<file path="config.mk">
export PLATFORM = sky130hd
export DESIGN_NAME = instruction_fetch_unit_flat
export DESIGN_NICKNAME = d
export VERILOG_FILES = /design/src/rtl/instruction_fetch_unit_pkg.sv /design/src/rtl/instruction_fetch_unit_if.sv /design/src/rtl/instruction_fetch_unit_fetch_queue.sv /design/src/rtl/instruction_fetch_unit.sv /design/src/flat_wrapper.sv
export SDC_FILE = /design/constraint.sdc
export NUM_CORES = 1
export LEC_CHECK = 0
export BUFFER_PORTS_ARGS = -buffer_cell sky130_fd_sc_hd__buf_2
export CORE_MARGIN = 4
export CORE_UTILIZATION = 30
export CTS_BUF_LIST = sky130_fd_sc_hd__clkbuf_4 sky130_fd_sc_hd__clkbuf_8
export CTS_CLUSTER_DIAMETER = 50
export DETAILED_ROUTE_END_ITERATION = 12
export PLACE_DENSITY = 0.47
export SLEW_MARGIN = 20
export SYNTH_ARGS = -nofsm -noshare
export SYNTH_HDL_FRONTEND = slang
export SYNTH_SLANG_ARGS = --single-unit
</file>
<file path="constraint.sdc">
create_clock -name clk -period 5.8 [get_ports clk]
set_input_delay 1.45 -clock clk [delete_from_list [all_inputs] [get_ports clk]]
set_output_delay 1.45 -clock clk [all_outputs]
set_load 0.05 [all_outputs]
</file>
<file path="src/rtl/instruction_fetch_unit_pkg.sv">
// Shared types and constants for the instruction fetch front end.
package instruction_fetch_unit_pkg;

  localparam int unsigned XLEN = 32;
  localparam logic [XLEN-1:0] NOP_INSTR = 32'h0000_0013;
  localparam logic [XLEN-1:0] DEFAULT_RESET_PC = 32'h0000_0000;

  typedef struct packed {
    logic [XLEN-1:0] pc;
    logic [XLEN-1:0] instr;
  } fetch_entry_t;

endpackage

</file>
<file path="src/rtl/instruction_fetch_unit_if.sv">
// Instruction memory request/response bus; master is the fetch unit.
interface instruction_fetch_unit_if;
  import instruction_fetch_unit_pkg::*;

  logic            req_valid;
  logic            req_ready;
  logic [XLEN-1:0] req_addr;
  logic            resp_valid;
  logic [XLEN-1:0] resp_data;

  modport master (
    output req_valid, req_addr,
    input  req_ready, resp_valid, resp_data
  );

  modport slave (
    input  req_valid, req_addr,
    output req_ready, resp_valid, resp_data
  );

endinterface

</file>
<file path="src/rtl/instruction_fetch_unit_fetch_queue.sv">
// Small synchronous FIFO of {pc, instr}; head is read combinationally.
module fetch_queue
  import instruction_fetch_unit_pkg::*;
#(
  parameter int unsigned DEPTH = 2,
  localparam int unsigned CNT_W = $clog2(DEPTH + 1)
) (
  input  logic             clk,
  input  logic             rst,
  input  logic             flush,
  input  logic             push,
  input  fetch_entry_t     push_data,
  input  logic             pop,
  output fetch_entry_t     head,
  output logic [CNT_W-1:0] count,
  output logic             empty,
  output logic             full
);

  localparam int unsigned PTR_W = $clog2(DEPTH);

  fetch_entry_t     mem [DEPTH];
  logic [PTR_W-1:0] wr_ptr;
  logic [PTR_W-1:0] rd_ptr;
  logic             do_pop;

  assign empty  = (count == '0);
  assign full   = (count == CNT_W'(DEPTH));
  assign head   = mem[rd_ptr];
  assign do_pop = pop & ~empty;

  always_ff @(posedge clk) begin
    if (push) begin
      mem[wr_ptr] <= push_data;
    end
  end

  // Flush drops everything, including a same-cycle push.
  always_ff @(posedge clk) begin
    if (rst || flush) begin
      wr_ptr <= '0;
      rd_ptr <= '0;
      count  <= '0;
    end else begin
      if (push) begin
        wr_ptr <= wr_ptr + PTR_W'(1);
      end
      if (do_pop) begin
        rd_ptr <= rd_ptr + PTR_W'(1);
      end
      count <= count + CNT_W'(push) - CNT_W'(do_pop);
    end
  end

endmodule

</file>
<file path="src/rtl/instruction_fetch_unit.sv">
// Fetch stage front end: owns the fetch PC, issues credit-limited imem
// requests, queues in-order responses and flushes on redirect.
module instruction_fetch_unit
  import instruction_fetch_unit_pkg::*;
#(
  parameter logic [XLEN-1:0] RESET_PC    = DEFAULT_RESET_PC,
  parameter int unsigned     QUEUE_DEPTH = 2
) (
  input  logic                     clk,
  input  logic                     rst,
  instruction_fetch_unit_if.master imem,
  input  logic                     redirect_valid,
  input  logic [XLEN-1:0]          redirect_pc,
  input  logic                     stall,
  output logic                     valid_out,
  output logic [XLEN-1:0]          instruction_out,
  output logic [XLEN-1:0]          pc_out,
  output logic [XLEN-1:0]          trace_pc
);

  localparam int unsigned CNT_W = $clog2(QUEUE_DEPTH + 1);
  localparam int unsigned SUM_W = CNT_W + 1;

  logic [XLEN-1:0]  fetch_pc;
  logic [XLEN-1:0]  resp_pc;
  logic [CNT_W-1:0] outstanding;
  logic [CNT_W-1:0] drop_count;
  logic [CNT_W-1:0] count;
  logic [SUM_W-1:0] credits_used;
  logic             empty;
  logic             full;
  logic             fire;
  logic             push;
  logic             pop;
  logic             dropping;
  fetch_entry_t     head;
  fetch_entry_t     push_entry;

  assign pop          = valid_out & ~stall & ~redirect_valid;
  assign credits_used = SUM_W'(outstanding) + SUM_W'(count) - SUM_W'(pop);

  assign imem.req_valid = ~rst & ~redirect_valid & (credits_used < SUM_W'(QUEUE_DEPTH));
  assign imem.req_addr  = fetch_pc;
  assign fire           = imem.req_valid & imem.req_ready;

  assign dropping   = (drop_count != '0);
  assign push       = imem.resp_valid & ~dropping & ~redirect_valid;
  assign push_entry = '{pc: resp_pc, instr: imem.resp_data};

  fetch_queue #(
    .DEPTH(QUEUE_DEPTH)
  ) u_queue (
    .clk       (clk),
    .rst       (rst),
    .flush     (redirect_valid),
    .push      (push),
    .push_data (push_entry),
    .pop       (pop),
    .head      (head),
    .count     (count),
    .empty     (empty),
    .full      (full)
  );

  assign valid_out       = ~empty;
  assign instruction_out = empty ? NOP_INSTR : head.instr;
  assign pc_out          = empty ? '0 : head.pc;

  always_ff @(posedge clk) begin
    if (rst) begin
      fetch_pc    <= RESET_PC;
      resp_pc     <= RESET_PC;
      outstanding <= '0;
      drop_count  <= '0;
      trace_pc    <= '0;
    end else begin
      if (redirect_valid) begin
        fetch_pc <= redirect_pc;
        resp_pc  <= redirect_pc;
      end else begin
        if (fire) fetch_pc <= fetch_pc + 32'd4;
        if (push) resp_pc  <= resp_pc + 32'd4;
      end
      outstanding <= outstanding + CNT_W'(fire) - CNT_W'(imem.resp_valid);
      // Outstanding already includes earlier doomed responses, so everything
      // still in flight after this cycle belongs to the abandoned path.
      if (redirect_valid) begin
        drop_count <= outstanding - CNT_W'(imem.resp_valid);
      end else if (imem.resp_valid && dropping) begin
        drop_count <= drop_count - CNT_W'(1);
      end
      if (pop) trace_pc <= pc_out;
    end
  end

  assert property (@(posedge clk) disable iff (rst) !(push && full));
  assert property (@(posedge clk) disable iff (rst) !(imem.resp_valid && outstanding == '0));

endmodule

</file>
<file path="src/flat_wrapper.sv">
// flat-port wrapper written by rule: the top's interface ports become plain ports
module instruction_fetch_unit_flat import instruction_fetch_unit_pkg::*;
#(
  parameter logic [XLEN-1:0] RESET_PC    = DEFAULT_RESET_PC,
  parameter int unsigned     QUEUE_DEPTH = 2
)
  (clk, rst, redirect_valid, redirect_pc, stall, valid_out, instruction_out, pc_out, trace_pc, imem_req_valid, imem_req_addr, imem_req_ready, imem_resp_valid, imem_resp_data);
  instruction_fetch_unit_if imem_i ();
  input  logic clk;
  input  logic rst;
  input  logic redirect_valid;
  input  logic [XLEN-1:0] redirect_pc;
  input  logic stall;
  output logic valid_out;
  output logic [XLEN-1:0] instruction_out;
  output logic [XLEN-1:0] pc_out;
  output logic [XLEN-1:0] trace_pc;
  output wire logic [$bits(imem_i.req_valid)-1:0] imem_req_valid;
  output wire logic [$bits(imem_i.req_addr)-1:0] imem_req_addr;
  input wire logic [$bits(imem_i.req_ready)-1:0] imem_req_ready;
  input wire logic [$bits(imem_i.resp_valid)-1:0] imem_resp_valid;
  input wire logic [$bits(imem_i.resp_data)-1:0] imem_resp_data;
  assign imem_req_valid = imem_i.req_valid;
  assign imem_req_addr = imem_i.req_addr;
  assign imem_i.req_ready = imem_req_ready;
  assign imem_i.resp_valid = imem_resp_valid;
  assign imem_i.resp_data = imem_resp_data;
  instruction_fetch_unit #(.RESET_PC(RESET_PC), .QUEUE_DEPTH(QUEUE_DEPTH)) u_core (.clk(clk), .rst(rst), .imem(imem_i), .redirect_valid(redirect_valid), .redirect_pc(redirect_pc), .stall(stall), .valid_out(valid_out), .instruction_out(instruction_out), .pc_out(pc_out), .trace_pc(trace_pc));
endmodule
</file>
; Yosys cells after proc, flatten, opt, wreduce, memory -nomap -nowiden
; Memories as Yosys holds them, arrays and structs flattened. A register that Yosys moved wholly into a read port is not among the register bits.
; Cells that the tools add are included.
[totals]
mem_bits_rw = 128
inputBits = 70
memories = 1
elab_cells = 54
regBits = 104
output_inout_bits = 130
[mem_list]
columns = memory, depth, width, read_ports, rd_ports_with_merged_regs, wr, line_no
row1 = u_core.u_queue.mem, 2, 64, 1, 1, 1, instruction_fetch_unit_fetch_queue.sv:22  ; fetch_entry_t mem [DEPTH];
[classes]
order_cmp = 1
n_reduce_logical = 7
mux = 12
bitwise_logic = 13
n_addsub = 12
[op_table]
columns = cell, count
row1 = 32-bit 2-to-1 mux, 6
row2 = 32-bit by 3-bit adder with 32-bit output (second input constant), 2
row3 = 1-bit AND, 8
row4 = 2-bit nonzero test, 4
row5 = 2-bit by 1-bit subtractor with 2-bit output, 3
row6 = 1-bit inverter, 5
row7 = 2-bit by 1-bit adder with 2-bit output, 2
row8 = 1-bit 2-to-1 mux, 4
row9 = 2-bit 2-to-1 mux, 2
row10 = 2-bit by 2-bit adder with 3-bit output, 1
row11 = 3-bit by 2-bit < comparator with 1-bit output (second input constant), 1
row12 = 3-bit by 1-bit subtractor with 3-bit output, 1
row13 = 1-bit adder (second input constant), 2
row14 = 2-bit logical NOT, 1
row15 = 2-bit by 1-bit subtractor with 2-bit output (second input constant), 1
row16 = 1-bit logical AND, 1
row17 = 1-bit logical OR, 1

; Logic depth before layout (Yosys ltp)
[logic_depth]
word_depth = 10
mapped_depth = 15
mapped_depth_nobuf = 13

; By module
; A second synthesis with hierarchy kept.
[hier_totals]
cells_unflattened = 899
hier_area_um2 = 10501.3
[modules_own_cells]
columns = mod, cells_per_inst, seq_area_each_um2, area_per_inst_um2, n_inst
row1 = instruction_fetch_unit, 677, 2001.9, 5331.4, 1
row2 = fetch_queue, 222, 3943.8, 5170.0, 1

; Worst setup path before layout
; Ideal clock, no wire load.
[synth_path]
path_kind = input port to flip-flop
start = input port redirect_valid
end = memory u_core.u_queue.mem[0][0] in the netlist's numbering (enable)
setup_slack_ps = 479
setup_time_ps = 487
arrival_time_ps = 4834
path_buffers = 2
t_required_ps = 5313
cell_stages = 5
path_cell_list = buf_2 -> inv_2 -> clkbuf_1 -> nand3_1 -> nor2_1
[synth_via]
elab_chain_cells = 4
[synth_rtl]
columns = item, line_no
row1 = start: declaration, flat_wrapper.sv:11  ; input logic redirect_valid;
row2 = 1-bit inverter, instruction_fetch_unit.sv:47  ; assign push = imem.resp_valid & ~dropping & ~redirect_valid;
row3 = 1-bit AND, instruction_fetch_unit.sv:47
row4 = 1-bit 2-to-1 mux, instruction_fetch_unit_fetch_queue.sv:33  ; if (push) begin
row5 = 1-bit 2-to-1 mux (implied by the code), instruction_fetch_unit_fetch_queue.sv:34  ; mem[wr_ptr] <= push_data;
row6 = end: declaration, instruction_fetch_unit_fetch_queue.sv:22
; Every way passes these cells.

; Final worst setup path
[layout_path]
start = input port redirect_valid
end = output port imem_req_valid
[layout_via]
elab_chain_cells = 5
word_cells_on_any_way = 6
classes_between = add/sub (1) / order compare (1) / bitwise (4)
[layout_rtl]
columns = item, line_no
row1 = 1-bit inverter (*), "instruction_fetch_unit.sv:39, instruction_fetch_unit.sv:42"
row2 = 1-bit AND, instruction_fetch_unit.sv:39  ; assign pop = valid_out & ~stall & ~redirect_valid;
row3 = 3-bit by 1-bit subtractor with 3-bit output, instruction_fetch_unit.sv:40  ; assign credits_used = SUM_W'(outstanding) + SUM_W'(count) - SUM_W'(pop);
row4 = 3-bit by 2-bit < comparator with 1-bit output, instruction_fetch_unit.sv:42  ; assign imem.req_valid = ~rst & ~redirect_valid & (credits_used < SUM_W'(QUEUE_DEPTH));
row5 = 1-bit AND (*), instruction_fetch_unit.sv:42
row6 = end: declaration, flat_wrapper.sv:18  ; output wire logic [$bits(imem_i.req_valid)-1:0] imem_req_valid;
; Mark *: on every way between the ends. The rest lies on a longest branch, timed or not.

==> results list <==
- Using the TritonRoute via totals, the vias-per-cell ratio works out to between 4 and 5.
- Data on the critical path is required at its endpoint by between 4 and 5 ns.
- Register area share after synthesis: 0.6011
- In this run the most critical hold path is launched from u_core.imem.req_addr[1].
* P per Cell Area: around 310 nW/um2
* DP Area: between 10000 and 15000 um2
- Number of remaining DRC errors: 0
- Worst hold-check path type: register to register
* Initial core utilization: 0.3040
* Footprint of the flip-flops and latches: 5949 um2
- On the final layout, the worst clock skew is about 0.023 ns.
* Crit path from: redirect_valid
- Data on the critical path arrives at its endpoint at between 3 and 4 ns.
- The analysis attributes to cell leakage a power of ~4.6 nW.
- All-layer global routing usage: 0.1463
* Violation count after the first detailed-route iteration: 409
* First-pass detailed-route iteration total: 4
- The clock tree synthesis step divided the H-tree into 2 levels.
- IO Port Bufs: between 150 and 200
* Placed Instances: about 1500
- In the finished design, the share of the clock period the worst path needs comes to 0.8500.
- Setup repair after global routing left no endpoint under its margin.
* Fraction of final layout cells with drive strength greater than 1: 0.2688
- Synth Warn #: 0
* Crit path setup slack, layout: around 0.87 ns
- I/O pin cnt: 200
* First-pass GRT wire length: approximately 42 mm
* Remaining antenna violation count after routing: 0
- The core region is 32540 um2.
- Maximum number of pins on one net before global-route repair: between 70 and 80
* Type of element capturing the critical path: output port
* Total Die Area: approximately 36000 um2
* Gpl congestion: 0.7815
* Antenna violations before repair: 0
* Via total after detailed routing: between 7000 and 8000
* Clock tree sinks: between 200 and 250
- The run finished with clean final reports.
- The floorplan step set the die width to approximately 190 um.
* Vertical die dimension: 189.6 um
- Resize count post-CTS: 0
- Number of inserted filler cells in the final layout: approximately 3300
- The total count of hold-check failures in the final report was 0.
- Via count of the first global-routing pass: around 7200
- Transition time of the tightest slew-check pin: around 0.92 ns
- Setup violations remaining at the end of the flow were counted as 0.
- Clock edge transition at the registers on the reported setup and hold paths: 0.06 ns
* Logic depth of the worst register-to-register path: 13
* Synth Area per Inst: about 11 um2
- Predominant post-synthesis flop cell: sky130_fd_sc_hd__edfxtp_1
- Gate count of the mapped netlist: slightly below 900
* Syn-to-layout area delta: 23.01%
- In the final layout, the multi-input gates occupy between 3000 and 4000 um2.
- Largest driver fanout on the critical path: 3
* Max-slew headroom at the worst pin: 0.3884
- Excluding fillers, the count of instances in the completed layout stands at between 1500 and 2000.
- The worst register-to-register path begins at u_core.u_queue.count[0].
* Count of final max-slew check failures: 0
- # diodes: 0
* Type of the setup path with the least slack: input pin to output port
- Total setup buffers inserted after CTS: 0
* Netlist Area Pre-Place: 9891 um2
* Final non-filler cell area: roughly 12000 um2
* Number of enable-type register cells in the synthesized netlist: about 130
- For this design, the CTS-stage hold fixing added 0 buffers.
- Total CTS buffers: 42
* Highest ir drop seen on vdd: around 0.12 mV
* Routed wirelength normalized by instance count: ~17 um
- In the final timing run, aggregate negative setup slack is 0 ns.
* Highest achievable clock rate: between 200 and 250 MHz
- Timing analysis after detailed placement gives a worst setup slack of slightly above 0.8 ns.
- Cell row count: 66
* Max cap viols: 0
* Clock root buffer: sky130_fd_sc_hd__clkbuf_8
- Worst hold slack: roughly 0.46 ns
- The worst setup path is launched from an input pin.
- Clock insertion delay at the later pin of the skew report: about 0.53 ns
* Count of nets after finishing: between 1000 and 1500
- Fraction of synthesis flops using an asynchronous set or reset pin: 0
- The clock passes through at most 3 buffers.
- When the netlist entered floorplanning its net count stood at 950.
- Post-synthesis sequential element count: roughly 230
* HPWL after DPL: around 18 mm
- The routed design could run at a clock period as short as 4.930 ns.
- Final WL: approximately 27 mm
- Counting instances, the worst hold path has a depth of 2.
* Congestion Overflow GR: 0
- TritonCTS built the clock tree.
* Count of distinct cell types in the synthesized netlist: 57
==> worst max-delay path, cell delays in order <==
cell	delay, ns
sky130_fd_sc_hd__buf_2	0.11
sky130_fd_sc_hd__nor2_2	0.21
sky130_fd_sc_hd__nand2_1	0.11
sky130_fd_sc_hd__inv_1	0.10
sky130_fd_sc_hd__ha_1	0.23
sky130_fd_sc_hd__nand2b_1	0.15
sky130_fd_sc_hd__fa_1	0.38
sky130_fd_sc_hd__xor2_1	0.23
sky130_fd_sc_hd__and3_1	0.24
sky130_fd_sc_hd__buf_2	0.28
==> registers in the layout (all words and copies together) (netlist names), named ones only <==
name,count
u_core.outstanding,2
u_core.u_queue.wr_ptr,1
u_core.u_queue.count,2
u_core.resp_pc,32
u_core.u_queue.mem,128
u_core.u_queue.rd_ptr,1
u_core.trace_pc,32
u_core.drop_count,2
u_core.imem.req_addr,32
==> cell usage in the layout (no fill, tap or decap), types with 20 or more instances in the layout <==
cell type                  instances
sky130_fd_sc_hd__buf_2           198
sky130_fd_sc_hd__nor2_1          128
sky130_fd_sc_hd__edfxtp_1        128
sky130_fd_sc_hd__dfxtp_1         104
sky130_fd_sc_hd__mux2i_1          65
sky130_fd_sc_hd__clkbuf_8         49
sky130_fd_sc_hd__nand2_1          43
sky130_fd_sc_hd__xnor2_1          33
sky130_fd_sc_hd__a21oi_1          31
sky130_fd_sc_hd__a22oi_1          31
sky130_fd_sc_hd__inv_1            29
sky130_fd_sc_hd__nand4_1          20
==> cell usage after synthesis (10+ instances only) <==
| master | n | area (um2) |
|---|---|---|
| sky130_fd_sc_hd__nor2_1 | 132 | 495.5 |
| sky130_fd_sc_hd__mux2i_1 | 65 | 650.6 |
| sky130_fd_sc_hd__nor3_1 | 16 | 80.08 |
| sky130_fd_sc_hd__nand2_1 | 43 | 161.4 |
| sky130_fd_sc_hd__a21oi_1 | 31 | 155.2 |
| sky130_fd_sc_hd__nand4_1 | 20 | 125.1 |
| sky130_fd_sc_hd__inv_1 | 29 | 108.9 |
| sky130_fd_sc_hd__nand3_1 | 19 | 95.09 |
| sky130_fd_sc_hd__buf_2 | 11 | 55.05 |
| sky130_fd_sc_hd__a31oi_1 | 16 | 100.1 |
| sky130_fd_sc_hd__dfxtp_1 | 105 | 2102 |
| sky130_fd_sc_hd__a211oi_1 | 12 | 90.09 |
| sky130_fd_sc_hd__o22ai_1 | 10 | 62.56 |
| sky130_fd_sc_hd__o21ai_0 | 11 | 55.05 |
| sky130_fd_sc_hd__xnor2_1 | 33 | 289.0 |
| sky130_fd_sc_hd__xor2_1 | 17 | 148.9 |
| sky130_fd_sc_hd__edfxtp_1 | 128 | 3844 |
| sky130_fd_sc_hd__a22oi_1 | 31 | 232.7 |
| sky130_fd_sc_hd__clkbuf_1 | 31 | 116.4 |
==> cell families after synthesis <==
group | count (synthesis) | synth area share
fa+ha+maj | 10 | 0.01341
buf+inv | 81 | 0.03289
mux | 65 | 0.06578
compound gates | 144 | 0.09817
simple gates | 287 | 0.1443
xor+xnor | 50 | 0.04428
flops | 233 | 0.6011
==> layout make-up <==
type                       instances  share of cell area
inverter                          30            0.009255
multi-input combinational        556              0.2996
tap                              442             0.04545
timing repair buffer             209             0.08824
clock buffer                      60             0.06222
sequential                       233              0.4890
clock inverter                    17            0.006273
==> where the power goes <==
part | internal (mW) | switching (mW)
logic | 0.118 | 0.285
registers | 1.82 | 0.0609
clock network | 0.840 | 0.671
total | 2.78 | 1.02
==> final timing paths <==
kind              slack, ns                      end
setup reg to reg       2.60  u_core.imem.req_addr[2]
hold reg to reg        0.46  u_core.imem.req_addr[1]
setup / recovery       0.87           imem_req_valid
hold / removal         0.46  u_core.imem.req_addr[1]
==> per-layer routing <==
layer,GRT usage,part of all wire,vias up,wire [um]
met5,0,0,-,0
met2,0.2187,0.43,217,11580
met1,0.2166,0.50,3447,13460
met4,0.03506,0.014,0,379
met3,0.03266,0.059,34,1584
li1,-,-,3584,-
==> stage by stage <==
stage,util,total power [mW]
detailed placement,0.3483,2.321
CTS,0.3739,3.862
global placement,0.3483,2.318
floorplan,-,2.186
finish,0.3739,3.795
global route,0.3739,3.981
Power figures use the tool's default switching activity.
